===== src/rtl/fft_input_sequencer_pkg.sv =====
// Shared constants, FSM state encoding and the 5-bit bit-reverse helper for the FFT input sequencer.
// Bit-reversed (DIT) write ordering is selected by defining FFT_BITREV_EN.
package fft_input_sequencer_pkg;

  localparam int DEF_NUMBER_BITS = 22;
  localparam int N_POINTS        = 32;
  localparam int LOG2N           = 5;

  typedef enum logic {
    ST_LOAD  = 1'b0,
    ST_DRAIN = 1'b1
  } seq_state_e;

  function automatic logic [LOG2N-1:0] bitrev5(input logic [LOG2N-1:0] idx);
    logic [LOG2N-1:0] r;
    for (int b = 0; b < LOG2N; b++) begin
      r[b] = idx[LOG2N-1-b];
    end
    return r;
  endfunction

endpackage


===== src/rtl/fft_input_sequencer_if.sv =====
// Sample-input handshake between an upstream source and the FFT input sequencer.
interface fft_input_sequencer_if
  #(parameter int NUMBER_BITS = fft_input_sequencer_pkg::DEF_NUMBER_BITS);

  logic                     in_valid;
  logic                     in_ready;
  logic [2*NUMBER_BITS-1:0] in_data;

  modport master (output in_valid, output in_data, input in_ready);
  modport slave  (input in_valid, input in_data, output in_ready);

endinterface


===== src/rtl/fft_input_sequencer.sv =====
// Collects a 32-sample complex frame, then drains it as 4 groups x 4 butterfly pairs with sel/en strobes.
// Build option: define FFT_BITREV_EN to store samples at bit-reversed addresses (DIT input order).
module fft_input_sequencer
  import fft_input_sequencer_pkg::*;
#(
  parameter int NUMBER_BITS = fft_input_sequencer_pkg::DEF_NUMBER_BITS
) (
  input  logic                     clk_50,
  input  logic                     rst_n,
  fft_input_sequencer_if.slave     in_bus,
  input  logic                     stall,
  output logic [2*NUMBER_BITS-1:0] out1,
  output logic [2*NUMBER_BITS-1:0] out2,
  output logic [2*NUMBER_BITS-1:0] out3,
  output logic [2*NUMBER_BITS-1:0] out4,
  output logic [2*NUMBER_BITS-1:0] out5,
  output logic [2*NUMBER_BITS-1:0] out6,
  output logic [2*NUMBER_BITS-1:0] out7,
  output logic [2*NUMBER_BITS-1:0] out8,
  output logic [1:0]               sel,
  output logic                     en1,
  output logic                     en2,
  output logic                     en3,
  output logic                     en4,
  output logic [1:0]               grp_idx,
  output logic                     grp_valid,
  output logic                     frame_done
);

  localparam int SW = 2 * NUMBER_BITS;

  seq_state_e       state, state_nxt;
  logic [LOG2N-1:0] wr_cnt;
  logic [LOG2N-1:0] wr_addr;
  logic [1:0]       grp;
  logic [1:0]       pair;
  logic [SW-1:0]    ram [N_POINTS];
  logic [SW-1:0]    out_p1 [8];
  logic             frame_done_p1;
  logic             accept;
  logic             last_accept;
  logic             issue;
  logic             grp_end;
  logic             last_pair;
  logic             fetch;
  logic [1:0]       fetch_grp;
  logic [3:0]       en_vec;

  assign in_bus.in_ready = (state == ST_LOAD);
  assign accept          = in_bus.in_valid && in_bus.in_ready;
  assign last_accept     = accept && (wr_cnt == LOG2N'(N_POINTS - 1));
  assign issue           = (state == ST_DRAIN) && !stall;
  assign grp_end         = issue && (pair == 2'd3);
  assign last_pair       = grp_end && (grp == 2'd3);

  // Group g+1 is fetched on the edge that retires pair 3 of group g, so it is stable for all 4 pairs.
  assign fetch     = last_accept || (grp_end && (grp != 2'd3));
  assign fetch_grp = last_accept ? 2'd0 : grp + 2'd1;

`ifdef FFT_BITREV_EN
  assign wr_addr = bitrev5(wr_cnt);
`else
  assign wr_addr = wr_cnt;
`endif

  always_ff @(posedge clk_50) begin
    if (!rst_n) begin
      state <= ST_LOAD;
    end else begin
      state <= state_nxt;
    end
  end

  always_comb begin
    state_nxt = state;
    case (state)
      ST_LOAD:  if (last_accept) state_nxt = ST_DRAIN;
      ST_DRAIN: if (last_pair)   state_nxt = ST_LOAD;
      default:  state_nxt = ST_LOAD;
    endcase
  end

  // Sample store: write-only from the input side, no reset.
  always_ff @(posedge clk_50) begin
    if (accept) begin
      ram[wr_addr] <= in_bus.in_data;
    end
  end

  // Stage p1: counters and registered group samples.
  always_ff @(posedge clk_50) begin
    if (!rst_n) begin
      wr_cnt        <= '0;
      grp           <= '0;
      pair          <= '0;
      frame_done_p1 <= 1'b0;
      for (int j = 0; j < 8; j++) begin
        out_p1[j] <= '0;
      end
    end else begin
      frame_done_p1 <= last_pair;
      if (accept) begin
        wr_cnt <= wr_cnt + 1'b1;
      end
      if (last_accept) begin
        grp  <= '0;
        pair <= '0;
      end else if (issue) begin
        pair <= pair + 2'd1;
        if (pair == 2'd3) begin
          grp <= grp + 2'd1;
        end
      end
      if (fetch) begin
        for (int k = 0; k < 4; k++) begin
          out_p1[k]     <= ram[{fetch_grp, 2'(k), 1'b0}];
          out_p1[k + 4] <= ram[{fetch_grp, 2'(k), 1'b1}];
        end
      end
    end
  end

  // Strobes are masked in the stalled cycle itself; the (g,k) position simply holds.
  assign en_vec = issue ? (4'b0001 << pair) : 4'b0000;

  assign en1        = en_vec[0];
  assign en2        = en_vec[1];
  assign en3        = en_vec[2];
  assign en4        = en_vec[3];
  assign sel        = pair;
  assign grp_idx    = grp;
  assign grp_valid  = issue;
  assign frame_done = frame_done_p1;

  assign out1 = out_p1[0];
  assign out2 = out_p1[1];
  assign out3 = out_p1[2];
  assign out4 = out_p1[3];
  assign out5 = out_p1[4];
  assign out6 = out_p1[5];
  assign out7 = out_p1[6];
  assign out8 = out_p1[7];

endmodule


===== src/flat_wrapper.sv =====
// flat-port wrapper written by rule: the top's interface ports become plain ports
module fft_input_sequencer_flat import fft_input_sequencer_pkg::*;
#(
  parameter int NUMBER_BITS = fft_input_sequencer_pkg::DEF_NUMBER_BITS
)
  (clk_50, rst_n, stall, out1, out2, out3, out4, out5, out6, out7, out8, sel, en1, en2, en3, en4, grp_idx, grp_valid, frame_done, in_bus_in_valid, in_bus_in_data, in_bus_in_ready);
  fft_input_sequencer_if #(.NUMBER_BITS(NUMBER_BITS)) in_bus_i ();
  input  logic clk_50;
  input  logic rst_n;
  input  logic stall;
  output logic [2*NUMBER_BITS-1:0] out1;
  output logic [2*NUMBER_BITS-1:0] out2;
  output logic [2*NUMBER_BITS-1:0] out3;
  output logic [2*NUMBER_BITS-1:0] out4;
  output logic [2*NUMBER_BITS-1:0] out5;
  output logic [2*NUMBER_BITS-1:0] out6;
  output logic [2*NUMBER_BITS-1:0] out7;
  output logic [2*NUMBER_BITS-1:0] out8;
  output logic [1:0] sel;
  output logic en1;
  output logic en2;
  output logic en3;
  output logic en4;
  output logic [1:0] grp_idx;
  output logic grp_valid;
  output logic frame_done;
  input wire logic [$bits(in_bus_i.in_valid)-1:0] in_bus_in_valid;
  input wire logic [$bits(in_bus_i.in_data)-1:0] in_bus_in_data;
  output wire logic [$bits(in_bus_i.in_ready)-1:0] in_bus_in_ready;
  assign in_bus_i.in_valid = in_bus_in_valid;
  assign in_bus_i.in_data = in_bus_in_data;
  assign in_bus_in_ready = in_bus_i.in_ready;
  fft_input_sequencer #(.NUMBER_BITS(NUMBER_BITS)) u_core (.clk_50(clk_50), .rst_n(rst_n), .in_bus(in_bus_i), .stall(stall), .out1(out1), .out2(out2), .out3(out3), .out4(out4), .out5(out5), .out6(out6), .out7(out7), .out8(out8), .sel(sel), .en1(en1), .en2(en2), .en3(en3), .en4(en4), .grp_idx(grp_idx), .grp_valid(grp_valid), .frame_done(frame_done));
endmodule

===== config.mk =====
export PLATFORM = sky130hd
export DESIGN_NAME = fft_input_sequencer_flat
export DESIGN_NICKNAME = d
export VERILOG_FILES = /design/src/rtl/fft_input_sequencer_pkg.sv /design/src/rtl/fft_input_sequencer_if.sv /design/src/rtl/fft_input_sequencer.sv /design/src/flat_wrapper.sv
export SDC_FILE = /design/constraint.sdc
export NUM_CORES = 2
export LEC_CHECK = 0
export CAP_MARGIN = 15
export CORE_MARGIN = 5
export CORE_UTILIZATION = 55
export CTS_BUF_LIST = sky130_fd_sc_hd__clkbuf_16
export DETAILED_ROUTE_END_ITERATION = 7
export DONT_BUFFER_PORTS = 1
export PLACE_DENSITY = 0.7
export SLEW_MARGIN = 10
export SYNTH_ARGS = -nofsm -noshare
export SYNTH_HDL_FRONTEND = slang
export SYNTH_SLANG_ARGS = --single-unit

===== constraint.sdc =====
create_clock -name clk_50 -period 31.4 [get_ports clk_50]
set_input_delay 3.14 -clock clk_50 [delete_from_list [all_inputs] [get_ports clk_50]]
set_output_delay 3.14 -clock clk_50 [all_outputs]
set_load 0.01 [all_outputs]

* After elaboration in Yosys (flattened, before gate mapping)
Memories as Yosys holds them, arrays and structs flattened.
Cells that the tools add are included.
** Word-level totals
- Bits in registers :: 11
- Memory bits (writable) :: 1760
- Output and inout bits :: 363
- Logic and storage cells :: 54
- Memories kept :: 2
** Memory list
- u_core.ram :: words 32, bits a word 44, read ports 8, clocked after Yosys merged registers in 0, wr ports 1, RTL line fft_input_sequencer.sv:37 : logic [SW-1:0] ram [N_POINTS];
- u_core.out_p1 :: words 8, bits a word 44, read ports 8, clocked after Yosys merged registers in 0, wr ports 8, RTL line fft_input_sequencer.sv:38 : logic [SW-1:0] out_p1 [8];
** Cells by class
- $add $sub $neg :: 3
- Eq/ne operators :: 4
- Shift operators :: 1
- Mux-type cells :: 19
- Bitwise gates (word level) :: 10
- Reductions and logical operators :: 10
** Operator list (number)
- $mux 44 :: 8
- $mux 1 :: 8
- $or 1x1->1 :: 8
- $logic_and 1x1->1 :: 6
- $add 5x1->5 const B :: 1
- $eq 5x5->1 const B :: 1
- $add 2x1->2 const B :: 2
- $eq 2x2->1 const B :: 2
- $mux 4 :: 1
- $shl 1x2->4 const A :: 1
- $mux 2 :: 1
- $ne 2x2->1 const B :: 1
- $not 1->1 :: 2
- $pmux 1 s2 :: 1
- $reduce_and 2->1 :: 1
- $reduce_or 2->1 :: 1
- $logic_not 1->1 :: 1
- $logic_or 1x1->1 :: 1

* Longest topological paths before layout
- Word-level depth :: 9
- Mapped depth :: 10
- Gate-level depth less buffers :: 7

* Worst setup path before layout
Ideal clock, no wire load.
- Kind :: input-to-reg
- From :: in stall
- To :: mem u_core.out_p1[1][100] (netlist name)
- Data arrival time :: 12.878 ns
- Required time :: 30.859 ns
- Slack :: 17.981 ns
- Stages on the path :: 6
- Buffers on the path :: 2
- Cells stage by stage :: nand3b_1 -> nor2_1 -> or2_1 -> buf_2 -> buf_1 -> o32ai_1
** RTL lines
- from (decl) :: RTL line flat_wrapper.sv:10 : input logic stall;
- to (decl) :: RTL line fft_input_sequencer.sv:38

* Final worst setup path
- From :: in stall
- To :: out en2
** Between the ends
- Cells in the longest elaborated chain, start to end :: 3
** Ends and longest elaborated chain
- $logic_not 1->1 :: RTL line fft_input_sequencer.sv:52 : assign issue = (state == ST_DRAIN) && !stall;
- $logic_and 1x1->1 :: RTL line fft_input_sequencer.sv:52
- $mux 4 :: RTL line fft_input_sequencer.sv:124 : assign en_vec = issue ? (4'b0001 << pair) : 4'b0000;
- to (decl) :: RTL line flat_wrapper.sv:21 : output logic en2;
No other way between the ends.

==> impl_results.md <==
* GPL Wtd Cong at 0.750
* Pin count of the biggest net entering global routing at 159
* Clk_lat worst skew at 0.78 ns
* Switching share of power at 19.2%
* Setup Fix Bufs, Post-CTS at 0
* DRC Markers at 0
* VDD IR max at 55.5 uV
* Crit path time final at 6.98 ns
* Met1 Routed Length at 62300 um
* Mean Syn Cell Area at 19.8 sq um
* First-pass GRT wire length at 227000 um
* Register-to-register setup slack at 25.80 ns
* Area Growth Syn to Fin at 10.9%
* Cell internal pwr at 3780 uW
* Layout Nets at 3338
* GRT Total Usage at 25.2%
* Hold buffer count at CTS at 0
* Mapped Nets at 3316
* Period utilization at 22.2%
* Total negative slack at 0 ns
* Initial drt markers at 3488
* Arrival @ worst endpoint at 3.84 ns
* Total global routing overflow at 0
* Crit path max fanout at 7
* H-tree Lvls at 4
* Clk_skew at 0.0401 ns
* Number of synthesized flops with an enable pin at 1716
* Initial antenna violation count at 15
* Share of cells above drive strength 1 at 17.4%
* Leak at 0.0217 uW
* Data required, critical path at 28.26 ns
* Sequential-to-total area share from yosys stat at 81.4%
* CTS Buffer Depth at 3
* Post-synth design cell area at 64600 sq um
* #FFs+latches synth at 1771
* Die Area at 124000 sq um
* CTS tree: yes
* RSZ-0062 raised after global routing: false
* Switching power at 895 uW
* Area after DPL at 66100 sq um
* Critical path, cell by cell: nor2b_1 > and2_1
* Fmax at 143 MHz
* Final Setup Violations at 0
* Post-DP HPWL at 82900 um
* Final Hold Viols at 0
* Buf+Inv Stages, Crit Path at 0
* Initial DRT Pass Iterations at 5
* CP max-delay cell: nor2b_1
* Worst hold margin at 0.521 ns
* Reg clk slew, reported paths at 0.05 ns
* Post-Route WL at 160000 um
* Highest metal used: met4
* Pwr Density at 65.2 nW/um^2
* Cell row count at 125
* Post-route cell area at 71700 sq um
* Sequential Power Share at 56.4%
* Core area at 117000 sq um
* Vias in the first global route at 31600
* Num CTS Buffers at 170
* Clock share of power at 43.1%
* Syn Inst Count at 3258
* Post-synth ARST share at 0%
* Port Buffers at 0
* Max incr delay on CP at 0.44 ns
* PostCTS Resize Cnt at 0
* Via density at 6.42
* Crit path kind: input port to primary output
* Pins Over Slew Limit at 0
* Routed len/inst at 32.3 um
* Routed met2 length at 76800 um
* Combinational power share at 0.5%
* Yosys warns at 0
* CTS Root Cell: clkbuf_16
* Worst hold path type: flip-flop to flip-flop
* Sink Count at 1771
* IO Pins at 411
* Starting Density at 55.5%
* Worst-margin pin slew at 1.12 ns
* Outcome: finished, final reports clean
* Post-route ant nets at 0
* Worst setup EP type: primary output
* Top_reg_cell synth: edfxtp_1
* Maxcap violations at 0
* Synth cell types at 40
* Worst setup SP type: input port
* Die width at 353 um
* Worst path top cell family by delay: simple AND/OR/NAND/NOR gates
* Slew headroom at 25.5%
* Via Count at 31700
* Die Y at 353 um
* Met3 wire length at 14700 um
-- routing by layer --
metal,track usage (%),vias to the layer above
li1,-,13500
met1,34.3,16500
met2,40.3,1519
met3,6.07,251
met4,9.29,0
met5,0,-
-- layout by cell type (no fill, tap or decap), types with 24 or more instances in the layout --
cell,synthesis,routed
clkbuf_16,0,173
a211oi_1,99,99
a221oi_1,24,24
buf_4,5,58
mux2i_1,309,309
clkinv_1,0,43
inv_1,50,81
edfxtp_1,1716,1716
o22ai_1,328,328
nor2_4,0,33
o32ai_1,44,44
a211oi_2,233,233
nor2b_1,52,52
nor2_1,61,28
dfxtp_1,55,54
-- kinds of logic (layout without fill, tap and decap cells) --
family	count (synthesis)	count (layout)	synth area share [%]
AOI/OAI and AO/OA	735	735	9.82
xor gates and xnor gates	5	5	0.0678
adders and majority gates	10	10	0.194
buffers and inverters	263	422	2.16
DFF	1771	1771	81.4
muxes	329	329	5.13
other	0	5	0
and+or+nand+nor	145	145	1.19
-- registers in the layout, summed over array words and instances (netlist names) --
name and count:
u_core.frame_done 1, u_core.grp_idx 2, u_core.out_p1 352, u_core.ram 1408
u_core.sel 2, u_core.state 1, u_core.wr_addr 5
-- cell type report --
| cell class | count | area, sq um |
|---|---|---|
| Multi-Input combinational cell | 1224 | 10900 |
| Clock inverter | 136 | 1230 |
| Clock buffer | 173 | 4330 |
| Sequential cell | 1771 | 52600 |
| Inverter | 51 | 191 |
| Tap cell | 1524 | 1910 |
| Fill cell | 7800 | 44800 |
| Antenna cell | 5 | 12.5 |
| Timing Repair Buffer | 62 | 523 |
-- final timing paths --
kind | startpoint | to | cells past startpoint
worst max-delay path | stall | en2 | 2
worst min-delay path | u_core.out_p1[1][128]$_SDFFE_PN0P_ | u_core.out_p1[1][128]$_SDFFE_PN0P_ | 2
worst max register to register | u_core.wr_addr[0]$_SDFFE_PN0P_ | u_core.out_p1[0][64]$_SDFFCE_PN0P_ | 10
worst min register to register | u_core.out_p1[1][128]$_SDFFE_PN0P_ | u_core.out_p1[1][128]$_SDFFE_PN0P_ | 2
-- power groups by stage --
stage	clock network, uW	logic (uW)	registers [uW]
floorplan	0	12.5	2690
global placement	0	22.4	2690
detailed placement	0	23.6	2690
CTS	2040	23.5	2640
global route	2150	24.4	2640
finish	2010	22.7	2640
-- stage by stage --
stage | worst slack [ns] | std cells | power, uW | utilization (%)
5_1_grt | 24.36 | 4941 | 4810 | 61.5
3_3_place_gp | 23.89 | 4631 | 2710 | 56.7
6_report | 24.42 | 4946 | 4670 | 61.5
4_1_cts | 24.42 | 4940 | 4700 | 61.5
3_5_place_dp | 23.74 | 4631 | 2710 | 56.7
2_1_floorplan | 17.98 | 3258 | 2700 | -
-- synthesized netlist by cell type, types with 2 or more instances --
master	number	share of area, %
clkbuf_1	72	0.42
nand3b_1	4	0.046
and3_1	2	0.019
a21oi_1	4	0.031
nor2_1	61	0.35
o22ai_1	328	3.2
xnor2_1	4	0.054
nand2_1	10	0.058
ha_1	10	0.19
o32ai_1	44	0.60
buf_8	10	0.23
buf_1	4	0.023
dfxtp_1	55	1.7
mux2i_1	309	4.8
buf_4	5	0.058
buf_6	20	0.35
inv_1	50	0.29
edfxtp_1	1716	80
and2_1	6	0.058
a211oi_2	233	4.5
buf_2	101	0.78
a211oi_1	99	1.1
a221oi_1	24	0.33
mux2_2	20	0.35
nor2b_1	52	0.50
No activity file was read; power rests on OpenSTA's default activity.
